==> config.mk <==
export PLATFORM = sky130hd
export DESIGN_NAME = im_port_arbiter
export DESIGN_NICKNAME = d
export VERILOG_FILES = /design/src/rtl/im_port_arbiter_pkg.sv /design/src/rtl/im_addr_check.sv /design/src/rtl/im_port_arbiter.sv
export SDC_FILE = /design/constraint.sdc
export NUM_CORES = 1
export LEC_CHECK = 0
export BUFFER_PORTS_ARGS = -buffer_cell sky130_fd_sc_hd__buf_2
export CORE_AREA = 2 2 83 85
export CTS_BUF_LIST = sky130_fd_sc_hd__clkbuf_8 sky130_fd_sc_hd__clkbuf_16
export DETAILED_ROUTE_END_ITERATION = 10
export DIE_AREA = 0 0 85 87
export GPL_TIMING_DRIVEN = 0
export PLACE_DENSITY = 0.57
export SLEW_MARGIN = 20
export SYNTH_ARGS = -nofsm -noshare
export SYNTH_HDL_FRONTEND = slang
export SYNTH_HIERARCHICAL = 1
export SYNTH_SLANG_ARGS = --single-unit
==> constraint.sdc <==
create_clock -name clk -period 1.7 [get_ports clk]
set_input_delay 0.17 -clock clk [delete_from_list [all_inputs] [get_ports clk]]
set_output_delay 0.17 -clock clk [all_outputs]
set_load 0.02 [all_outputs]
==> src/rtl/im_port_arbiter_pkg.sv <==
// Shared defaults and encodings for the instruction-memory port arbiter.
package im_port_arbiter_pkg;

  localparam logic [31:0] IM_BASE_ADDR   = 32'h0000_3000;
  localparam int          IM_DEPTH_WORDS = 2048;

  typedef enum logic [1:0] {
    ST_IDLE  = 2'd0,
    ST_FETCH = 2'd1,
    ST_WRITE = 2'd2
  } state_e;

  typedef enum logic {
    GNT_CPU = 1'b0,
    GNT_LD  = 1'b1
  } grant_e;

endpackage

==> src/rtl/im_addr_check.sv <==
// Combinational IM window/alignment check and byte-to-word address translation.
module im_addr_check
  import im_port_arbiter_pkg::*;
#(
  parameter logic [31:0] BASE_ADDR   = IM_BASE_ADDR,
  parameter int          DEPTH_WORDS = IM_DEPTH_WORDS,
  parameter int          ADDR_W      = 11
) (
  input  logic [31:0]       addr,
  output logic              legal,
  output logic [ADDR_W-1:0] waddr
);

  // 33-bit upper bound so a window ending at the top of the address space cannot wrap
  localparam logic [32:0] LAST = {1'b0, BASE_ADDR} + 33'(4 * DEPTH_WORDS) - 33'd1;

  assign legal = (addr >= BASE_ADDR) && ({1'b0, addr} <= LAST) && (addr[1:0] == 2'b00);
  assign waddr = ADDR_W'((addr - BASE_ADDR) >> 2);

endmodule

==> src/rtl/im_port_arbiter.sv <==
// Arbitrates the single-port IM BRAM between CPU fetch and the boot/debug loader.
// IM_LOADER_EN enables the loader write path; undefined, the CPU owns the port.
module im_port_arbiter
  import im_port_arbiter_pkg::*;
#(
  parameter logic [31:0] BASE_ADDR   = IM_BASE_ADDR,
  parameter int          DEPTH_WORDS = IM_DEPTH_WORDS,
  parameter int          ADDR_W      = 11
) (
  input  logic              clk,
  input  logic              reset_n,
  input  logic              cpu_req,
  input  logic [31:0]       cpu_addr,
  output logic              cpu_ready,
  output logic [31:0]       cpu_instr,
  output logic              cpu_adel,
  input  logic              ld_req,
  input  logic [31:0]       ld_addr,
  input  logic [31:0]       ld_wdata,
  output logic              ld_ack,
  output logic              ld_err,
  output logic              bram_en,
  output logic              bram_we,
  output logic [ADDR_W-1:0] bram_addr,
  output logic [31:0]       bram_wdata,
  input  logic [31:0]       bram_rdata
);

`ifdef IM_LOADER_EN
  localparam int NUM_REQ = 2;
`else
  localparam int NUM_REQ = 1;
`endif

  logic [NUM_REQ-1:0][31:0]       req_addr;
  logic [NUM_REQ-1:0]             legal;
  logic [NUM_REQ-1:0][ADDR_W-1:0] waddr;

`ifdef IM_LOADER_EN
  assign req_addr = {ld_addr, cpu_addr};
`else
  logic unused_ld;
  assign req_addr[0] = cpu_addr;
  assign unused_ld   = ^{ld_req, ld_addr, ld_wdata};
`endif

  for (genvar i = 0; i < NUM_REQ; i++) begin : g_chk
    im_addr_check #(
      .BASE_ADDR  (BASE_ADDR),
      .DEPTH_WORDS(DEPTH_WORDS),
      .ADDR_W     (ADDR_W)
    ) u_chk (
      .addr (req_addr[i]),
      .legal(legal[i]),
      .waddr(waddr[i])
    );
  end

  state_e state, state_n;
  logic   bad, bad_n;   // latched "address illegal" flag of the accepted transaction

  always_ff @(posedge clk or negedge reset_n) begin
    if (!reset_n) begin
      state <= ST_IDLE;
      bad   <= 1'b0;
    end else begin
      state <= state_n;
      bad   <= bad_n;
    end
  end

`ifdef IM_LOADER_EN
  grant_e last_grant, last_grant_n;

  always_ff @(posedge clk or negedge reset_n) begin
    if (!reset_n) last_grant <= GNT_CPU;
    else          last_grant <= last_grant_n;
  end
`endif

  always_comb begin
    state_n    = state;
    bad_n      = bad;
    cpu_ready  = 1'b0;
    cpu_instr  = '0;
    cpu_adel   = 1'b0;
    ld_ack     = 1'b0;
    ld_err     = 1'b0;
    bram_en    = 1'b0;
    bram_we    = 1'b0;
    bram_addr  = '0;
    bram_wdata = '0;
`ifdef IM_LOADER_EN
    last_grant_n = last_grant;
`endif
    case (state)
      ST_IDLE: begin
`ifdef IM_LOADER_EN
        // loader wins a tie unless it was the one served last
        if (ld_req && (!cpu_req || last_grant == GNT_CPU)) begin
          bad_n        = !legal[1];
          bram_en      = legal[1];
          bram_we      = legal[1];
          bram_addr    = waddr[1];
          bram_wdata   = ld_wdata;
          last_grant_n = GNT_LD;
          state_n      = ST_WRITE;
        end else
`endif
        if (cpu_req) begin
          bad_n     = !legal[0];
          bram_en   = legal[0];
          bram_addr = waddr[0];
`ifdef IM_LOADER_EN
          last_grant_n = GNT_CPU;
`endif
          state_n   = ST_FETCH;
        end
      end
      ST_FETCH: begin
        cpu_ready = 1'b1;
        cpu_adel  = bad;
        cpu_instr = bad ? 32'h0 : bram_rdata;
        state_n   = ST_IDLE;
      end
`ifdef IM_LOADER_EN
      ST_WRITE: begin
        ld_ack  = 1'b1;
        ld_err  = bad;
        state_n = ST_IDLE;
      end
`endif
      default: state_n = ST_IDLE;
    endcase
  end

endmodule

Word level (Yosys, flattened, before mapping)
Cells that the tools add are included.
{"block": "classes", "addsub": 1, "order_cmp": 2, "eq_ne": 2, "muxes": 10, "reduce_logical": 6}
{"cell": "$mux W32", "count": 2}
{"cell": "$ge A32 B14 Y1 const B", "count": 1}
{"cell": "$le A32 B15 Y1 const B", "count": 1}
{"cell": "$mux W11", "count": 2}
{"cell": "$sub A13 B13 Y13 const B", "count": 1}
{"cell": "$logic_not A2 Y1", "count": 2}
{"cell": "$mux W1", "count": 4}
{"cell": "$mux W2", "count": 2}
{"cell": "$eq A2 B1 Y1 const B", "count": 1}
{"cell": "$logic_and A1 B1 Y1", "count": 2}
{"cell": "$ne A2 B2 Y1 const B", "count": 1}
{"cell": "$reduce_and A2 Y1", "count": 1}
{"cell": "$logic_not A1 Y1", "count": 1}
{"block": "word_totals", "reg_bits": 3, "in_bits": 132}

Logic depth before layout (Yosys ltp)
{"block": "logic_depth", "depth_word": 5, "ltp_mapped": 4, "ltp_nobuf": 4}

Modules after synthesis
Netlist, hierarchy kept.
{"module": "im_port_arbiter", "n_inst": 1, "cells_each": 91, "area_per_inst_um2": 656.9}
{"module": "im_addr_check", "n_inst": 1, "cells_each": 22, "area_per_inst_um2": 152.6}

Least setup slack after synthesis
OpenSTA, ideal clock, no wires.
{"block": "synth_timing", "path_type": "register to output", "start": "register state[0]", "end": "output port cpu_instr[10]", "arrival_ns": 1.081, "required_time_ns": 1.530, "setup_slack_ns": 0.449, "path_stages_with_launch": 4, "n_path_buf": 1, "cell_sequence": "dfrtp_1 -> nor2b_2 -> buf_4 -> and2_1"}
{"block": "synth_between", "elab_chain_len": 2}
{"element": "start, declared", "line": "im_port_arbiter.sv:59", "rtl": "state_e state, state_n;"}
{"element": "start signal, assigned", "line": "im_port_arbiter.sv:67", "rtl": "state <= state_n;"}
{"element": "$eq A2 B1 Y1", "line": "im_port_arbiter.sv:96", "rtl": "case (state)"}
{"element": "$mux W32", "line": "im_port_arbiter.sv:96"}
{"element": "end, declared", "line": "im_port_arbiter.sv:15", "rtl": "output logic [31:0] cpu_instr,"}
Every way passes these cells.

Worst setup path after layout
{"block": "layout_timing", "start": "register state[0]", "end": "output port cpu_instr[26]"}
The elaborated chain is that of the path after synthesis.

==> results.json <==
{
  "grt_antenna_before_repair": 0,
  "cts_resized": 0,
  "synth_area_sq_um": 810,
  "power_density_nw_per_um2": 321,
  "r2r_end": "bad$_DFFE_PN0P_",
  "cts_hold_buf": 1,
  "antenna_cells": 0,
  "drc": 0,
  "netlist_top_cells_area": "buf_4 45%, and2_1 35%, dfrtp_1 6.2%",
  "fmax_ghz": 0.656,
  "drive_above_1_share": 0.625,
  "fin_tns_setup_ps": 0,
  "final_cell_mix": "103 x buf_2, 48 x buf_4, 45 x and2_1",
  "path_clk_slew_ps": 30,
  "firstDrtPassIters": 4,
  "muxShareOfSynthArea": 0.0124,
  "r2r_setup_slack_ps": 780,
  "p_seq_frac": 0.100,
  "root_buffer": "clkbuf_8",
  "placementRows": 30,
  "reg2reg_from": "state[0]$_DFFE_PN0P_",
  "skew_ps": 1.63,
  "cts_tree": "done",
  "holdWs_ps": 281,
  "vias": 1062,
  "coreArea_sq_um": 6570,
  "place_congestion": 0.657,
  "cp_top_family": "simple AND/OR/NAND/NOR gates",
  "final_nets": 387,
  "worstPathMaxFanout": 10,
  "intPower_w": 0.000339,
  "synth_compound_area_frac": 0.00618,
  "wirelength_mm": 2.57,
  "cp_num_buf_inv": 2,
  "crit_chain": "nor2b_2 -> buf_4 -> and2_1 -> buf_2",
  "finish.instance_area_sq_um": 1600,
  "drt_first_iter_violations": 5,
  "total_power_w": 0.000513,
  "grtUsageTotal": 0.0569,
  "fin_crit_sh": 0.897,
  "synth_fa_ha_area_frac": 0,
  "numCtsBuffers": 3,
  "cts_sinks": 2,
  "clock_latency_ps": 210,
  "synth_cell_type_count": 16,
  "hold_class": "primary input to asynchronous set/reset pin",
  "outcome": "finished clean",
  "grt_pass1_wl_mm": 3.45,
  "power.share.combinational": 0.537,
  "cts_max_level": 1,
  "die_h_um": 87,
  "power.switching_w": 0.000175,
  "switching_share": 0.340,
  "port_buffers": 102,
  "io-pin-count": 213,
  "detail_route.wl_per_cell_um": 7.70,
  "fin_crit_ps": 1520,
  "worstSetupEndpointType": "output pin",
  "initial_core_util": 0.123,
  "die_w_um": 85,
  "start_kind": "flip-flop",
  "p_leak_nw": 1.06,
  "clock_path_buffers": 2,
  "ys_seq_area_frac": 0.0618,
  "slowest_stage": "dfrtp_1",
  "synthSimpleGateAreaFrac": 0.454,
  "synthToLayoutAreaGrowth_pct": 97.5,
  "place_area_sq_um": 1550,
  "yosys.area.top_type": "buf_4",
  "cp.required_ps": 1530,
  "synth_top_family_by_area": "buffers and inverters",
  "cap_viol_max_count": 0,
  "cp.arrival_ps": 1350,
  "r2r_cells": 2,
  "avgSynthCellArea_sq_um": 7.16,
  "final_common_cell": "buf_2",
  "grt_pass1_vias": 836,
  "grt_overflow": 0,
  "route.antenna.remaining_nets": 0,
  "setup_viol_count_final": 0,
  "ys_ff_latch": 2,
  "synth.top_cell.area_share": 0.445,
  "die-area_sq_um": 7400,
  "maxSlewViolCount": 0,
  "vias_per_cell": 3.19,
  "final-hold-violation-count": 0,
  "max_stage_delay_ps": 380,
  "clock_power_share": 0.363,
  "ys_warn_count": 6,
  "post_cts_buffers": 0,
  "rsz0062_at_grt": "no",
  "grt_max_degree": 11,
  "syn-instance-count": 113,
  "critPathKind": "flip-flop to output pin",
  "ir_drop_v": 0.000175,
  "synth-xor-area-share": 0
}
==> synthesized netlist by cell type <==
| cell type | number |
|---|---|
| buf_4 | 48 |
| nor3_1 | 2 |
| dfrtp_1 | 2 |
| and2_1 | 45 |
| nor2b_2 | 2 |
| mux2i_1 | 1 |
| and3b_1 | 1 |
| buf_2 | 1 |
| conb_1 | 1 |
| a21oi_1 | 1 |
| nor4_1 | 2 |
| inv_1 | 2 |
| nand3_1 | 1 |
| nor4_2 | 2 |
| nor2_1 | 1 |
| nand2_1 | 1 |
==> power by group through the flow <==
stage               combinational, W  clock (W)  sequential [W]
global placement            0.000270          0       0.0000519
detailed placement          0.000272          0       0.0000520
finish                      0.000276   0.000186       0.0000513
global route                0.000300   0.000194       0.0000518
floorplan                   0.000188          0       0.0000536
CTS                         0.000274   0.000192       0.0000515
==> how the worst max path moves through the flow <==
stage	startpoint	end	slack [ps]	cells past startpoint
after global placement	state[0]$_DFFE_PN0P_	cpu_instr[26]	330	4
after global routing	state[0]$_DFFE_PN0P_	cpu_instr[22]	20	4
final	state[0]$_DFFE_PN0P_	cpu_instr[26]	180	4
after floorplan	state[0]$_DFFE_PN0P_	cpu_instr[10]	450	3
after detailed placement	state[0]$_DFFE_PN0P_	cpu_instr[22]	320	4
after CTS	state[0]$_DFFE_PN0P_	cpu_instr[22]	100	4
==> sequential cells by signal, indices dropped and copies added (netlist names) <==
name	cells
state	1
bad	1
==> cell type report <==
class	count	area (sq um)
multi-input cells	94	514
clock buffers	3	41.3
flip-flops and latches	2	50.0
repair buffers	103	520
plain buffers	49	365
inverters	2	7.51
well taps	80	100
fillers	731	4970
==> metrics by stage <==
| step | utilization | worst slack, ps | instances |
|---|---|---|---|
| 2_1_floorplan | - | 449 | 147 |
| 3_3_place_gp | 0.236 | 329 | 329 |
| 3_5_place_dp | 0.236 | 318 | 329 |
| 4_1_cts | 0.243 | 95.5 | 333 |
| 5_1_grt | 0.243 | 21.7 | 333 |
| 6_report | 0.243 | 176 | 333 |
==> metal layers <==
layer	global-route usage	part of all wire
met5	0	0
met4	0.0173	0
met3	0.0123	0.14
met2	0.117	0.55
met1	0.0555	0.31
==> cell families (layout without fill, tap and decap cells) <==
kind of cell | count (synthesis) | count (layout)
simple gates | 57 | 57
compound gates | 1 | 1
mux | 1 | 1
buf+inv | 51 | 157
other cells | 1 | 35
flops | 2 | 2
No activity file was read; power rests on OpenSTA's default activity.
